--- src/rtl/lcd_glyph_writer.sv ---
// lcd_glyph_writer: renders one font glyph to an ST7735 panel.
// It latches one character request, sends the column/row window and RAMWR
// commands, then streams RGB565 pixels row by row from the external font ROM.
// Optional build macro GLYPH_CLIP_EN: a request whose glyph would extend past
// the panel edge writes no bytes, and show_char_done follows 2 cycles after
// the request.
module lcd_glyph_writer #(
  parameter int X_OFFSET = 1,
  parameter int Y_OFFSET = 2,
  parameter int LCD_W    = 160,
  parameter int LCD_H    = 128
) (
  input  logic        sys_clk,
  input  logic        sys_rst_n,
  input  logic        show_char_flag,
  input  logic [7:0]  ascii_num,
  input  logic [8:0]  start_x,
  input  logic [8:0]  start_y,
  input  logic        en_size,
  input  logic [15:0] background_color,
  input  logic [15:0] front_color,
  output logic        font_sel,
  output logic [10:0] font_addr,
  input  logic [7:0]  font_data,
  output logic [8:0]  spi_data,
  output logic        spi_en,
  input  logic        spi_done,
  output logic        busy,
  output logic        show_char_done
);

  typedef enum logic [2:0] {IDLE, SETUP, FETCH, PIX_HI, PIX_LO, DONE} state_t;

  state_t      state_q, state_d;
  logic [3:0]  cnt_q, cnt_d;
  logic        issued_q, issued_d;
  logic [2:0]  col_q, col_d;
  logic [3:0]  row_q, row_d;
  logic [7:0]  shift_q, shift_d;
  logic [8:0]  sx_q, sx_d, sy_q, sy_d;
  logic [15:0] fg_q, fg_d, bg_q, bg_d;
  logic        clip_q, clip_d;
  logic        font_sel_q, font_sel_d;
  logic [10:0] font_addr_q, font_addr_d;
  logic [8:0]  spi_data_q, spi_data_d;
  logic        spi_en_q, spi_en_d;
  logic        busy_q, busy_d;
  logic        done_q, done_d;

  // Window geometry derived from the latched request; font_sel_q is the size.
  logic [15:0] xs, xe, ys, ye;
  logic [2:0]  last_col;
  logic [3:0]  last_row;
  logic [3:0]  setup_idx;
  logic [8:0]  setup_b;
  logic [6:0]  glyph;
  logic [10:0] glyph_base;
  logic        clip;

  assign xs       = {7'd0, sx_q} + 16'(X_OFFSET);
  assign xe       = xs + (font_sel_q ? 16'd7 : 16'd5);
  assign ys       = {7'd0, sy_q} + 16'(Y_OFFSET);
  assign ye       = ys + (font_sel_q ? 16'd15 : 16'd11);
  assign last_col = font_sel_q ? 3'd7 : 3'd5;
  assign last_row = font_sel_q ? 4'd15 : 4'd11;

  // Out-of-range glyph codes fall back to the space glyph.
  assign glyph      = (ascii_num > 8'd94) ? 7'd0 : ascii_num[6:0];
  assign glyph_base = en_size ? {glyph, 4'b0000}
                              : ({1'b0, glyph, 3'b000} + {2'b00, glyph, 2'b00});
  assign clip = ((10'(start_x) + (en_size ? 10'd8 : 10'd6)) > 10'(LCD_W)) ||
                ((10'(start_y) + (en_size ? 10'd16 : 10'd12)) > 10'(LCD_H));

  // Index of the setup byte to issue this cycle: 0 on entry, else the next one.
  assign setup_idx = issued_q ? (cnt_q + 4'd1) : 4'd0;

  // Setup byte table: CASET, RASET with big-endian coordinates, then RAMWR.
  always_comb begin
    setup_b = 9'h000;
    case (setup_idx)
      4'd0:    setup_b = {1'b0, 8'h2A};
      4'd1:    setup_b = {1'b1, xs[15:8]};
      4'd2:    setup_b = {1'b1, xs[7:0]};
      4'd3:    setup_b = {1'b1, xe[15:8]};
      4'd4:    setup_b = {1'b1, xe[7:0]};
      4'd5:    setup_b = {1'b0, 8'h2B};
      4'd6:    setup_b = {1'b1, ys[15:8]};
      4'd7:    setup_b = {1'b1, ys[7:0]};
      4'd8:    setup_b = {1'b1, ye[15:8]};
      4'd9:    setup_b = {1'b1, ye[7:0]};
      default: setup_b = {1'b0, 8'h2C};
    endcase
  end

  // Next-state and output logic. Each byte is issued on the spi_done of the
  // previous one, so only one byte is ever outstanding at the writer.
  always_comb begin
    state_d     = state_q;
    cnt_d       = cnt_q;
    issued_d    = issued_q;
    col_d       = col_q;
    row_d       = row_q;
    shift_d     = shift_q;
    sx_d        = sx_q;
    sy_d        = sy_q;
    fg_d        = fg_q;
    bg_d        = bg_q;
    clip_d      = clip_q;
    font_sel_d  = font_sel_q;
    font_addr_d = font_addr_q;
    spi_data_d  = spi_data_q;
    spi_en_d    = 1'b0;
    busy_d      = busy_q;
    done_d      = 1'b0;
    case (state_q)
      IDLE: begin
        busy_d = 1'b0;
        if (show_char_flag && !busy_q) begin
          sx_d        = start_x;
          sy_d        = start_y;
          fg_d        = front_color;
          bg_d        = background_color;
          font_sel_d  = en_size;
          font_addr_d = glyph_base;
          cnt_d       = 4'd0;
          issued_d    = 1'b0;
          col_d       = 3'd0;
          row_d       = 4'd0;
          busy_d      = 1'b1;
          clip_d      = 1'b0;
          state_d     = SETUP;
`ifdef GLYPH_CLIP_EN
          if (clip) begin
            clip_d  = 1'b1;
            state_d = DONE;
          end
`endif
        end
      end
      SETUP: begin
        if (!issued_q) begin
          spi_data_d = setup_b;
          spi_en_d   = 1'b1;
          issued_d   = 1'b1;
        end else if (spi_done) begin
          if (cnt_q == 4'd10) begin
            state_d = FETCH;
          end else begin
            cnt_d      = cnt_q + 4'd1;
            spi_data_d = setup_b;
            spi_en_d   = 1'b1;
          end
        end
      end
      FETCH: begin
        // The ROM address has been stable since the previous row, so the row
        // bits are already valid; capture them and issue the first pixel.
        shift_d    = font_data;
        spi_data_d = {1'b1, font_data[7] ? fg_q[15:8] : bg_q[15:8]};
        spi_en_d   = 1'b1;
        state_d    = PIX_HI;
        if (row_q != last_row) font_addr_d = font_addr_q + 11'd1;
      end
      PIX_HI: begin
        if (spi_done) begin
          spi_data_d = {1'b1, shift_q[7] ? fg_q[7:0] : bg_q[7:0]};
          spi_en_d   = 1'b1;
          state_d    = PIX_LO;
        end
      end
      PIX_LO: begin
        if (spi_done) begin
          shift_d = {shift_q[6:0], 1'b0};
          if (col_q != last_col) begin
            col_d      = col_q + 3'd1;
            spi_data_d = {1'b1, shift_q[6] ? fg_q[15:8] : bg_q[15:8]};
            spi_en_d   = 1'b1;
            state_d    = PIX_HI;
          end else begin
            col_d = 3'd0;
            if (row_q != last_row) begin
              row_d   = row_q + 4'd1;
              state_d = FETCH;
            end else begin
              row_d   = 4'd0;
              done_d  = 1'b1;
              busy_d  = 1'b0;
              state_d = DONE;
            end
          end
        end
      end
      DONE: begin
        // A clipped request reaches here straight from IDLE; it signals
        // completion now and lets busy drop one cycle later in IDLE.
        if (clip_q) done_d = 1'b1;
        clip_d  = 1'b0;
        state_d = IDLE;
      end
      default: state_d = IDLE;
    endcase
  end

  // State and output registers; reset aborts any character in flight.
  always_ff @(posedge sys_clk or negedge sys_rst_n) begin
    if (!sys_rst_n) begin
      state_q     <= IDLE;
      cnt_q       <= 4'd0;
      issued_q    <= 1'b0;
      col_q       <= 3'd0;
      row_q       <= 4'd0;
      shift_q     <= 8'd0;
      sx_q        <= 9'd0;
      sy_q        <= 9'd0;
      fg_q        <= 16'd0;
      bg_q        <= 16'd0;
      clip_q      <= 1'b0;
      font_sel_q  <= 1'b0;
      font_addr_q <= 11'd0;
      spi_data_q  <= 9'd0;
      spi_en_q    <= 1'b0;
      busy_q      <= 1'b0;
      done_q      <= 1'b0;
    end else begin
      state_q     <= state_d;
      cnt_q       <= cnt_d;
      issued_q    <= issued_d;
      col_q       <= col_d;
      row_q       <= row_d;
      shift_q     <= shift_d;
      sx_q        <= sx_d;
      sy_q        <= sy_d;
      fg_q        <= fg_d;
      bg_q        <= bg_d;
      clip_q      <= clip_d;
      font_sel_q  <= font_sel_d;
      font_addr_q <= font_addr_d;
      spi_data_q  <= spi_data_d;
      spi_en_q    <= spi_en_d;
      busy_q      <= busy_d;
      done_q      <= done_d;
    end
  end

  assign font_sel       = font_sel_q;
  assign font_addr      = font_addr_q;
  assign spi_data       = spi_data_q;
  assign spi_en         = spi_en_q;
  assign busy           = busy_q;
  assign show_char_done = done_q;

endmodule

--- config.mk ---
export PLATFORM = sky130hd
export DESIGN_NAME = lcd_glyph_writer
export DESIGN_NICKNAME = d
export VERILOG_FILES = /design/src/rtl/lcd_glyph_writer.sv
export SDC_FILE = /design/constraint.sdc
export NUM_CORES = 1
export LEC_CHECK = 0
export BUFFER_PORTS_ARGS = -buffer_cell sky130_fd_sc_hd__buf_2
export CAP_MARGIN = 20
export CORE_UTILIZATION = 58
export DETAILED_ROUTE_END_ITERATION = 12
export MAX_ROUTING_LAYER = met4
export PLACE_DENSITY = 0.88
export RECOVER_POWER = 50
export SLEW_MARGIN = 15
export SYNTH_ARGS = -nofsm -noshare
export SYNTH_HDL_FRONTEND = slang
export SYNTH_SLANG_ARGS = --single-unit
--- constraint.sdc ---
create_clock -name sys_clk -period 3.45 [get_ports sys_clk]
set_clock_uncertainty 0.05 [all_clocks]
set_input_delay 0.69 -clock sys_clk [delete_from_list [all_inputs] [get_ports sys_clk]]
set_output_delay 0.69 -clock sys_clk [all_outputs]
set_load 0.1 [all_outputs]
==> results of run 1 <==
[layer usage]
metal	vias up	track usage [%]	wire length, µm
met5	-	-	0
met4	0	9.23	250
met3	25	4.02	1190
met2	258	47.4	7690
met1	2896	42.9	6930
li1	2919	-	-
[state kept, by name, indices dropped and copies added (netlist names), 4 cells and up]
signal     flops
bg_q          16
cnt_q          4
font_addr     11
fg_q          16
row_q          4
shift_q        8
sx_q           9
sy_q           9
spi_data       9
[final cells by class]
cell class / instances / area (µm²)
clock buffers: 10 / 138
clock inverters: 6 / 61.3
fillers: 859 / 3350
inverters: 20 / 75.1
multi-input cells: 621 / 3590
flip-flops and latches: 97 / 2430
well taps: 136 / 170
repair buffers: 115 / 613
[synthesized netlist by cell type, types with 4 or more instances]
cell      instances
a211oi_1          5
a21o_1            5
a21oi_1          40
a22o_1            4
a22oi_1           6
a31oi_1           8
and2_1            6
and3_1           10
buf_2             6
clkbuf_1         27
dfrtp_1          97
ha_1             18
inv_1            16
mux2i_1          16
nand2_1         203
nand2b_1         10
nand3_1          29
nor2_1           47
nor2b_1           8
nor3_1           21
nor4_1            5
o21a_1            5
o21ai_0          53
o22ai_1           8
o31ai_1           8
xnor2_1          15
xor2_1           14
[layout by cell type, fill, tap and decap left out, drive strengths merged, types with 7 or more instances in the layout]
cell type,n
a31oi,8
o31ai,8
mux2i,16
a21oi,40
and3,10
and2,7
xor2,14
nand3,29
ha,18
clkbuf,19
buf,106
nand2b,10
nor2b,8
nor3,23
nand2,203
o21ai,55
inv,21
o22ai,8
nor2,47
dfrtp,97
xnor2,15
[through the flow]
stage	hold slack (ns)	cell area [µm²]	power, mW	util, %
after floorplan	0.344	6260	5.19	-
after global placement	0.407	6920	6.05	66.4
after detailed placement	0.412	6920	6.15	66.4
after CTS	0.311	7120	6.91	68.3
after global routing	0.443	7070	7.43	67.9
final	0.436	7070	6.95	67.9
[final timing paths]
kind,startpoint,to,cells past startpoint
min in group asynchronous,sys_rst_n,font_addr[3]$_DFFE_PN0P_,1
worst min-delay path,start_x[0],sx_q[0]$_DFFE_PN0P_,3
max in group asynchronous,sys_rst_n,fg_q[10]$_DFFE_PN0P_,2
worst max register to register,state_q[2]$_DFFE_PN0P_,spi_data[1]$_DFFE_PN0P_,8
worst min register to register,bg_q[7]$_DFFE_PN0P_,bg_q[7]$_DFFE_PN0P_,2
worst max-delay path,ascii_num[3],font_addr[9]$_DFFE_PN0P_,15
[cell families after synthesis]
| logic type | share of synthesized area [%] |
|---|---|
| muxes | 2.74 |
| DFF | 38.8 |
| and+or+nand+nor | 26.1 |
| xor gates and xnor gates | 4.06 |
| adders and majority gates | 3.92 |
| AOI/OAI and AO/OA | 20.5 |
| buffers and inverters | 3.98 |
[power breakdown]
part | switching, mW | internal (mW)
combinational | 2.70 | 1.25
sequential | 0.600 | 1.65
clock | 0.452 | 0.300
total | 3.75 | 3.20
[critical path, cell delays in order]
cell and delay [ns]:
buf_2 0.10, and3_1 0.17, a31o_2 0.26, a21oi_2 0.16, and2_1 0.18, ha_1 0.17, inv_1 0.06, fa_1 0.38
nor2b_1 0.16, o21a_1 0.16, o21a_1 0.14, o21bai_1 0.06, nor2b_1 0.14, a31o_2 0.24, a311o_1 0.33
==> metrics.md, run 1 <==
| Metric | Value |
|---|---|
| Fin cells | `1005` |
| Via-to-Cell Ratio | `6.07` |
| Yosys cell types | `80` |
| Setup WS pre-CTS | `-0.119 ns` |
| TritonCTS Buffers | `9` |
| Via count | `6098` |
| Area share of the largest cell type after synthesis | `38.8%` |
| Max-Cap Viols | `0` |
| CP Data Required Time | `3.66 ns` |
| Final nets | `954` |
| Fin worst setup slack | `0.254 ns` |
| Die X | `106 µm` |
| Port bufs | `94` |
| Row cnt | `37` |
| Diodes inserted | `0` |
| Vias in the first global route | `5499` |
| Actual slew at the worst max-slew pin | `1.28 ns` |
| Worst path arrival time | `3.41 ns` |
| WL per Instance | `16.0 µm` |
| Area leader, netlist | `dfrtp_1` |
| First-pass GRT wire length | `26700 µm` |
| Reg2reg setup slack | `0.52 ns` |
| Async set-reset flop share out of synthesis | `100%` |
| Starting Density | `60.1%` |
| Leakage power | `3.33 nW` |
| DRC viols | `0` |
| Peak supply drop | `0.622 mV` |
| Worst-path clk slew | `0.11 ns` |
| Hold Vio Cnt, Final | `0` |
| P&R area growth vs syn | `13.0%` |
| DRT Pass-1 Iters | `6` |
| I/O Pins | `95` |
| Worst hold path class | `primary input to flop` |
| Final GP Congestion | `1.03` |
| Setup TNS | `0 ns` |
| Die height | `106 µm` |
| Root Driver | `clkbuf_8` |
| PD cells | `983 nW/µm²` |
| Avg Inst Size Synth | `8.06 µm²` |
| Min Tclk post-route | `3.20 ns` |
| Largest net degree at the start of global routing | `59` |
| Post-CTS sizing | `0` |
| RSZ-0062 raised after global routing | `false` |
| Antenna viol nets, final | `0` |
| Startpoint Class | `primary input` |
| Post-Synthesis Cell Area | `6260 µm²` |
| Synth top area cells | `dfrtp_1 39%, nand2_1 12%, o21ai_0 4.2%, ha_1 3.6%, a21oi_1 3.2%` |
| Register area share after synthesis | `38.8%` |
| CTS tree | `yes` |
| Max Root-Sink Buffers | `2` |
| All-layer global routing usage | `30.8%` |
| Kind of critical path | `primary input to flop` |
| Cells after synthesis | `777` |
| Die ar. | `11200 µm²` |
| Fin crit share | `92.6%` |
| Post-synth EDFFs | `0` |
| Ys Warns | `0` |
| Syn nets | `867` |
| DRT iter0 DRCs | `641` |
| Cts hold-fix bufs | `0` |
| Worst-path fanout max | `3` |
| Core Box Area | `10400 µm²` |
| Share of cells above drive strength 1 | `16.5%` |
| Clk Latency, worst-skew pair | `0.39 ns` |
| Final WL | `16100 µm` |
| Max-slew violations | `0` |
| Total global routing overflow | `0` |
| Max Freq | `313 MHz` |
| H-tree depth | `3` |
| Initial antenna violation count | `0` |
| Number of setup buffers added after CTS | `0` |
| Slew HR | `14.8%` |
| CTS sink cnt | `97` |
| Placed cells | `989` |
| Seq cells post-synth | `97` |
| Critical Path End Type | `flop` |
| Final setup viols | `0` |
| Dpl hpwl | `11800 µm` |
| Synth Flop Type | `dfrtp_1` |
| Status | `finished, final reports clean` |
No activity file was read; power rests on OpenSTA's default activity.
==> run 2: changes to the inputs <==
ABC_AREA = 1   (was default)
==> run 2 against run 1 <==
  * Clock power increased by 2%
  * Via count is 3.2% lower
  * First-iteration DRC count down 32%
  * Cell count increased by 9.2%
  * Synthesized cell count is 11% higher
  * Register-to-register slack improved by 0.57 ns
  * Die area fell by 1.7%
  * The flow now finishes with violations (max-capacitance violations, max-slew violations)
  * Hold slack got worse by 0.0063 ns
  * Critical path depth grew 2
  * Flip-flop and latch count is the same
  * Sequential power is 11% lower
  * Largest power group unchanged
==> metrics.md, run 2 <==
| Metric | Value |
|---|---|
| Syn nets | `955 (was 867)` |
| Startpoint Class | `primary input (unchanged)` |
| Synth Area in Simple Gates | `30.0% (was 26.1%)` |
| Final nets | `1047 (was 954)` |
| I/O Pins | `95 (unchanged)` |
| Status | `finished, violations left (was finished, final reports clean)` |
| Via-to-Cell Ratio | `5.38 (was 6.07)` |
| Power, Total | `6.43 mW (was 6.95 mW)` |
| Seq cells post-synth | `97 (unchanged)` |
| Port bufs | `94 (unchanged)` |
| Diodes inserted | `0 (unchanged)` |
| DRT Pass-1 Iters | `5 (was 6)` |
| Dpl hpwl | `10900 µm (was 11800 µm)` |
| Post-synth EDFFs | `0 (unchanged)` |
| Actual slew at the worst max-slew pin | `1.51 ns (was 1.28 ns)` |
| Number of setup buffers added after CTS | `0 (unchanged)` |
| Max-Cap Viols | `1 (was 0)` |
| Main combinational cell family by area after synthesis | `simple AND/OR/NAND/NOR gates (unchanged)` |
| Synth top area cells | `dfrtp_1 39%, nand2_1 16%, inv_1 7.6%, o21ai_0 6.5%, nand3_1 4.4% (was dfrtp_1 39%, nand2_1 12%, o21ai_0 4.2%, ha_1 3.6%, a21oi_1 3.2%)` |
| Post-Synth Adder-Cell Area | `3.99% (was 3.92%)` |
| All-layer global routing usage | `29.3% (was 30.8%)` |
| Post-synthesis mux area share | `0% (was 2.74%)` |
| Total global routing overflow | `0 (unchanged)` |
| Register area share after synthesis | `39.5% (was 38.8%)` |
| Row cnt | `37 (unchanged)` |
| Critical Path End Type | `flop (unchanged)` |
| Clk Latency, worst-skew pair | `0.37 ns (was 0.39 ns)` |
| Largest net degree at the start of global routing | `62 (was 59)` |
| Fin crit share | `85.7% (was 92.6%)` |
| Max Freq | `338 MHz (was 313 MHz)` |
| Share of cells above drive strength 1 | `14.5% (was 16.5%)` |
| Setup TNS | `0 ns (unchanged)` |
| Die height | `105 µm (was 106 µm)` |
| Worst-path clk slew | `0.10 ns (was 0.11 ns)` |
| Leakage power | `3.58 nW (was 3.33 nW)` |
| Max Root-Sink Buffers | `2 (unchanged)` |
| WL per Instance | `13.2 µm (was 16.0 µm)` |
| Min Tclk post-route | `2.96 ns (was 3.20 ns)` |
| Peak supply drop | `0.606 mV (was 0.622 mV)` |
| Max-slew violations | `62 (was 0)` |
| Worst path arrival time | `3.15 ns (was 3.41 ns)` |
| Synth Flop Type | `dfrtp_1 (unchanged)` |
| Area share of the largest cell type after synthesis | `39.5% (was 38.8%)` |
| DRC viols | `0 (unchanged)` |
| Placed cells | `1082 (was 989)` |
| Root Driver | `clkbuf_8 (unchanged)` |
| Post-Synthesis Cell Area | `6150 µm² (was 6260 µm²)` |
| Cells after synthesis | `865 (was 777)` |
| Final core occ | `67.1% (was 67.9%)` |
| Cts hold-fix bufs | `0 (unchanged)` |
| Violated checks | `max-capacitance violations, max-slew violations` |
| Final setup viols | `0 (unchanged)` |
| Kind of critical path | `primary input to flop (unchanged)` |
| Die X | `105 µm (was 106 µm)` |
| Async set-reset flop share out of synthesis | `100% (unchanged)` |
| PD cells | `928 nW/µm² (was 983 nW/µm²)` |
| H-tree depth | `3 (unchanged)` |
| DRT iter0 DRCs | `439 (was 641)` |
| Post-CTS sizing | `0 (unchanged)` |
| Most frequent cells in the layout | `261 x nand2_1, 125 x inv_1, 97 x dfrtp_1 (was 203 x nand2_1, 97 x dfrtp_1, 88 x buf_2)` |
| Hold Vio Cnt, Final | `0 (unchanged)` |
| Worst hold path class | `flop to flop (was primary input to flop)` |
| Post-synthesis compound-gate area fraction | `15.4% (was 20.5%)` |
| Commonest non-fill, non-tap cell in the layout | `nand2_1 (unchanged)` |
| Vias in the first global route | `5771 (was 5499)` |
| Final WL | `14500 µm (was 16100 µm)` |
| Area leader, netlist | `dfrtp_1 (unchanged)` |
| Avg Inst Size Synth | `7.11 µm² (was 8.06 µm²)` |
| Initial antenna violation count | `0 (unchanged)` |
| Via count | `5905 (was 6098)` |
| TritonCTS Buffers | `9 (unchanged)` |
| Ys Warns | `0 (unchanged)` |
| First-pass GRT wire length | `25300 µm (was 26700 µm)` |
| Core Box Area | `10300 µm² (was 10400 µm²)` |
| Fin worst setup slack | `0.493 ns (was 0.254 ns)` |
| CTS tree | `yes (unchanged)` |
| Die ar. | `11000 µm² (was 11200 µm²)` |
| Antenna viol nets, final | `0 (unchanged)` |
| Final Instance Area | `6930 µm² (was 7070 µm²)` |
| Setup WS pre-CTS | `0.155 ns (was -0.119 ns)` |
| Fin cells | `1097 (was 1005)` |
| P&R area growth vs syn | `12.7% (was 13.0%)` |
| Yosys cell types | `45 (was 80)` |
| Placed cell area | `6740 µm² (was 6920 µm²)` |
| Final GP Congestion | `0.967 (was 1.03)` |
| Count leader, synth | `nand2_1 (unchanged)` |
| CTS sink cnt | `97 (unchanged)` |
| Slew HR | `-0.989% (was 14.8%)` |
| Post-synth top cells | `261 x nand2_1, 125 x inv_1, 97 x dfrtp_1 (was 203 x nand2_1, 97 x dfrtp_1, 53 x o21ai_0)` |
| RSZ-0062 raised after global routing | `false (unchanged)` |
| Worst-path fanout max | `6 (was 3)` |
| Starting Density | `59.6% (was 60.1%)` |
| Min Hold Slack | `0.430 ns (was 0.436 ns)` |
| Post-Synth XOR/XNOR Area | `1.71% (was 4.06%)` |
| CP Data Required Time | `3.65 ns (was 3.66 ns)` |
[run 2: changes by cell type after synthesis, sizes merged, moves of 16 or more]
cell,delta
mux2i,-16
inv,+112
o21ai,+29
clkbuf,-19
nand3,+27
nand2,+60
nor2,+30
[run 2: cell type report]
| type | count | area, µm² |
|---|---|---|
| fill | 899 | 3400 |
| multi-input combinational | 621 | 3140 |
| sequential | 97 | 2430 |
| timing repair buffer | 98 | 492 |
| inverter | 130 | 490 |
| tap | 136 | 170 |
| clock buffer | 9 | 124 |
| clock inverter | 6 | 78.8 |
[run 2: path summary, 6_finish.rpt]
| kind | slack (ns) | to | startpoint | cells after the start |
|---|---|---|---|---|
| max | 0.49 | font_addr[9]$_DFFE_PN0P_ | ascii_num[1] | 17 |
| min | 0.43 | fg_q[5]$_DFFE_PN0P_ | fg_q[5]$_DFFE_PN0P_ | 2 |
| max reg2reg | 1.09 | spi_data[5]$_DFFE_PN0P_ | sx_q[0]$_DFFE_PN0P_ | 14 |
| min reg2reg | 0.43 | fg_q[5]$_DFFE_PN0P_ | fg_q[5]$_DFFE_PN0P_ | 2 |
| max in group asynchronous | 1.01 | row_q[0]$_DFFE_PN0P_ | sys_rst_n | 2 |
| min in group asynchronous | 0.61 | sy_q[8]$_DFFE_PN0P_ | sys_rst_n | 1 |
[run 2: logic make-up (layout without fill, tap and decap cells)]
group           after synthesis  after routing
compound gates              162            162
fa+ha+maj                    19             19
flops                        97             97
buf+inv                     147            243
xor+xnor                     12             12
simple gates                428            428
[run 2: power breakdown]
part           total [mW]  internal, mW  switching (mW)  leakage [nW]
sequential           2.01          1.64           0.377          1.21
clock               0.766         0.341           0.425        0.0947
combinational        3.65         0.942            2.71          2.28
total                6.43          2.92            3.51          3.58
[run 2: worst max-delay path, stage by stage]
cell      delay [ns]
buf_2           0.10
nand3_1         0.09
o21bai_1        0.07
a21oi_1         0.36
nand2_1         0.21
inv_1           0.12
ha_1            0.17
inv_1           0.05
fa_1            0.39
nand3b_1        0.18
nand2_1         0.08
nand2_1         0.06
a21oi_1         0.13
nor2_1          0.06
xor2_1          0.14
o21ai_0         0.14
a21boi_0        0.10
[run 2: layer usage]
layer	part of all wire, %	up-vias	GRT usage [%]
met5	0	-	-
met4	2.2	0	10.2
met3	4.7	29	4.37
met2	48	144	48.7
met1	45	2746	36.7
li1	-	2986	-
==> run 3: changes to the inputs <==
CORE_UTILIZATION = 59   (was 58)
CTS_BUF_LIST = sky130_fd_sc_hd__clkbuf_4 sky130_fd_sc_hd__clkbuf_8   (was default)
PLACE_DENSITY = 0.89   (was 0.88)
==> run 3 against run 2 <==
  * The flow still finishes with violations (max-capacitance violations, max-slew violations)
  * Sequential power hardly changed
  * Register-to-register slack worse by 0.50 ns
  * Critical path type unchanged
  * Non-clock buffer count fell by 1
  * Via count increased by 0.66%
  * Count of clock-buffer cells in the layout rose by 2
==> metrics.md, run 3 (synthesis results as in run 2) <==
| Metric | Value |
|---|---|
| CTS tree | `yes (unchanged)` |
| Max-slew violations | `39 (was 62)` |
| Final setup viols | `0 (unchanged)` |
| Core Box Area | `9950 µm² (was 10300 µm²)` |
| Min Tclk post-route | `2.91 ns (was 2.96 ns)` |
| P&R area growth vs syn | `12.6% (was 12.7%)` |
| Share of cells above drive strength 1 | `14.5% (unchanged)` |
| H-tree depth | `3 (unchanged)` |
| Net Sw Frac | `54.3% (was 54.6%)` |
| Max Root-Sink Buffers | `2 (unchanged)` |
| Worst path slowest cell | `fa_1 (unchanged)` |
| Final GP Congestion | `0.929 (was 0.967)` |
| All-layer global routing usage | `29.3% (about the same)` |
| Cts hold-fix bufs | `0 (unchanged)` |
| Max Freq | `344 MHz (was 338 MHz)` |
| Number of setup buffers added after CTS | `0 (unchanged)` |
| Row cnt | `36 (was 37)` |
| Dpl hpwl | `10900 µm (about the same)` |
| Worst path max stage delay | `0.40 ns (was 0.39 ns)` |
| Worst path arrival time | `3.11 ns (was 3.15 ns)` |
| DRC viols | `0 (unchanged)` |
| Die X | `104 µm (was 105 µm)` |
| Reg2reg setup slack | `0.59 ns (was 1.09 ns)` |
| FF-to-FF path depth | `5 (was 14)` |
| PD cells | `929 nW/µm² (was 928 nW/µm²)` |
| Status | `finished, violations left (unchanged)` |
| Worst Hold Path EP | `fg_q[11]$_DFFE_PN0P_ (was fg_q[5]$_DFFE_PN0P_)` |
| Starting Density | `61.8% (was 59.6%)` |
| Int Pwr | `2.94 mW (was 2.92 mW)` |
| I/O Pins | `95 (unchanged)` |
| Initial antenna violation count | `0 (unchanged)` |
| First-pass GRT wire length | `25000 µm (was 25300 µm)` |
| CTS sink cnt | `97 (unchanged)` |
| Clk Latency, worst-skew pair | `0.37 ns (about the same)` |
| CP top delay family | `compound AO/OA/AOI/OAI gates (unchanged)` |
| Startpoint Class | `primary input (unchanged)` |
| Fin crit share | `84.3% (was 85.7%)` |
| Violated checks | `max-capacitance violations, max-slew violations (unchanged)` |
| Fin worst setup slack | `0.541 ns (was 0.493 ns)` |
| Worst-path cell chain | `buf_2 -> o21bai_1 -> a21oi_1 -> nand2_1 -> inv_1 -> ha_1 -> inv_1 -> fa_1 -> nand3b_1 -> nand2_1 -> nand2_1 -> a21oi_1 -> nor2_1 -> xor2_1 -> o21ai_0 -> a21boi_0 (was buf_2 -> nand3_1 -> o21bai_1 -> a21oi_1 -> nand2_1 -> inv_1 -> ha_1 -> inv_1 -> fa_1 -> nand3b_1 -> nand2_1 -> nand2_1 -> a21oi_1 -> nor2_1 -> xor2_1 -> o21ai_0 -> a21boi_0)` |
| Actual slew at the worst max-slew pin | `2.09 ns (was 1.51 ns)` |
| Critical Path End Type | `flop (unchanged)` |
| Hold Crit Depth | `2 (unchanged)` |
| Total global routing overflow | `0 (unchanged)` |
| Setup WS pre-CTS | `0.184 ns (was 0.155 ns)` |
| Die ar. | `10800 µm² (was 11000 µm²)` |
| Buf+Inv Stages, Crit Path | `3 (unchanged)` |
| Clock share of power | `12.0% (was 11.9%)` |
| Via-to-Cell Ratio | `5.43 (was 5.38)` |
| Worst Hold Launch | `fg_q[11]$_DFFE_PN0P_ (was fg_q[5]$_DFFE_PN0P_)` |
| Root Driver | `clkbuf_8 (unchanged)` |
| Most frequent cells in the layout | `261 x nand2_1, 126 x inv_1, 97 x dfrtp_1 (was 261 x nand2_1, 125 x inv_1, 97 x dfrtp_1)` |
| Commonest non-fill, non-tap cell in the layout | `nand2_1 (unchanged)` |
| Crit-path most repeated cell | `nand2_1 (unchanged)` |
| Hold Vio Cnt, Final | `0 (unchanged)` |
| Die height | `104 µm (was 105 µm)` |
| FF-to-FF Start | `state_q[1]$_DFFE_PN0P_ (was sx_q[0]$_DFFE_PN0P_)` |
| Kind of critical path | `primary input to flop (unchanged)` |
| DRT Pass-1 Iters | `5 (unchanged)` |
| CP Data Required Time | `3.65 ns (about the same)` |
| Largest net degree at the start of global routing | `72 (was 62)` |
| Slew HR | `-39.1% (was -0.989%)` |
| Via count | `5944 (was 5905)` |
| Worst hold path class | `flop to flop (unchanged)` |
| Worst-path fanout max | `6 (unchanged)` |
| Antenna viol nets, final | `0 (unchanged)` |
| Post-CTS sizing | `0 (unchanged)` |
| Final WL | `14500 µm (about the same)` |
| Logic pwr share | `56.8% (about the same)` |
| Part of the power in registers | `31.2% (was 31.3%)` |
| Setup TNS | `0 ns (unchanged)` |
| DRT iter0 DRCs | `438 (was 439)` |
| Peak supply drop | `0.545 mV (was 0.606 mV)` |
| Port bufs | `94 (unchanged)` |
| WL per Instance | `13.2 µm (about the same)` |
| Final nets | `1046 (was 1047)` |
| RSZ-0062 raised after global routing | `false (unchanged)` |
| Worst-path clk slew | `0.09 ns (was 0.10 ns)` |
| Vias in the first global route | `5702 (was 5771)` |
| Reg2reg end | `font_sel$_DFFE_PN0P_ (was spi_data[5]$_DFFE_PN0P_)` |
| TritonCTS Buffers | `9 (unchanged)` |
| Diodes inserted | `0 (unchanged)` |
| Max-Cap Viols | `1 (unchanged)` |
| Leakage power | `3.60 nW (was 3.58 nW)` |
| P_sw | `3.49 mW (was 3.51 mW)` |
-- run 3: stage by stage --
step	hold slack [ns]	power (mW)	std cells	util (%)	instance area [µm²]
floorplan	0.344	4.89	865	-	6150
global placement	0.401	5.57	1078	67.7	6740
detailed placement	0.410	5.66	1078	67.7	6740
CTS	0.231	6.45	1094	69.7	6940
global route	0.448	7.00	1094	69.5	6920
finish	0.431	6.43	1094	69.5	6920
-- run 3: worst max-delay path by stage --
stage | slack [ns] | depth (start not counted) | from | end
floorplan | 0.55 | 15 | ascii_num[5] | font_addr[9]$_DFFE_PN0P_
global placement | 0.27 | 17 | ascii_num[1] | font_addr[9]$_DFFE_PN0P_
detailed placement | 0.18 | 16 | ascii_num[5] | font_addr[9]$_DFFE_PN0P_
CTS | 0.56 | 15 | ascii_num[5] | font_addr[9]$_DFFE_PN0P_
global route | 0.21 | 5 | state_q[1]$_DFFE_PN0P_ | font_sel$_DFFE_PN0P_
finish | 0.54 | 16 | ascii_num[5] | font_addr[9]$_DFFE_PN0P_
-- run 3: power groups by stage --
stage                     combinational, mW  sequential, mW  clock (mW)
after detailed placement               3.64            2.02           0
after floorplan                        2.07            2.82           0
after global routing                   4.09            2.08       0.831
after CTS                              3.66            2.00       0.789
final                                  3.65            2.01       0.770
after global placement                 3.56            2.01           0
-- run 3: worst register-to-register path: cells and delay by family, from the launching register on --
| family | cells | cell delay, ns |
|---|---|---|
| simple gates | 3 | 1.32 |
| flops | 1 | 0.47 |
| compound gates | 1 | 0.31 |
| buf+inv | 1 | 0.64 |
-- run 3: layout make-up --
type                            instances  area, µm²
Clock inverter                          5       63.8
Timing Repair Buffer                   97        499
Clock buffer                           11        139
Multi-Input combinational cell        621       3140
Inverter                              130        490
Tap cell                              133        166
Sequential cell                        97       2430
Fill cell                             834       3030
-- run 3: layer usage --
metal | track usage [%] | share of wire [%] | vias up
met5 | - | 0 | -
met4 | 10.1 | 2.1 | 0
met3 | 4.64 | 6.0 | 28
met2 | 47.6 | 48 | 192
met1 | 37.4 | 44 | 2739
li1 | - | - | 2985
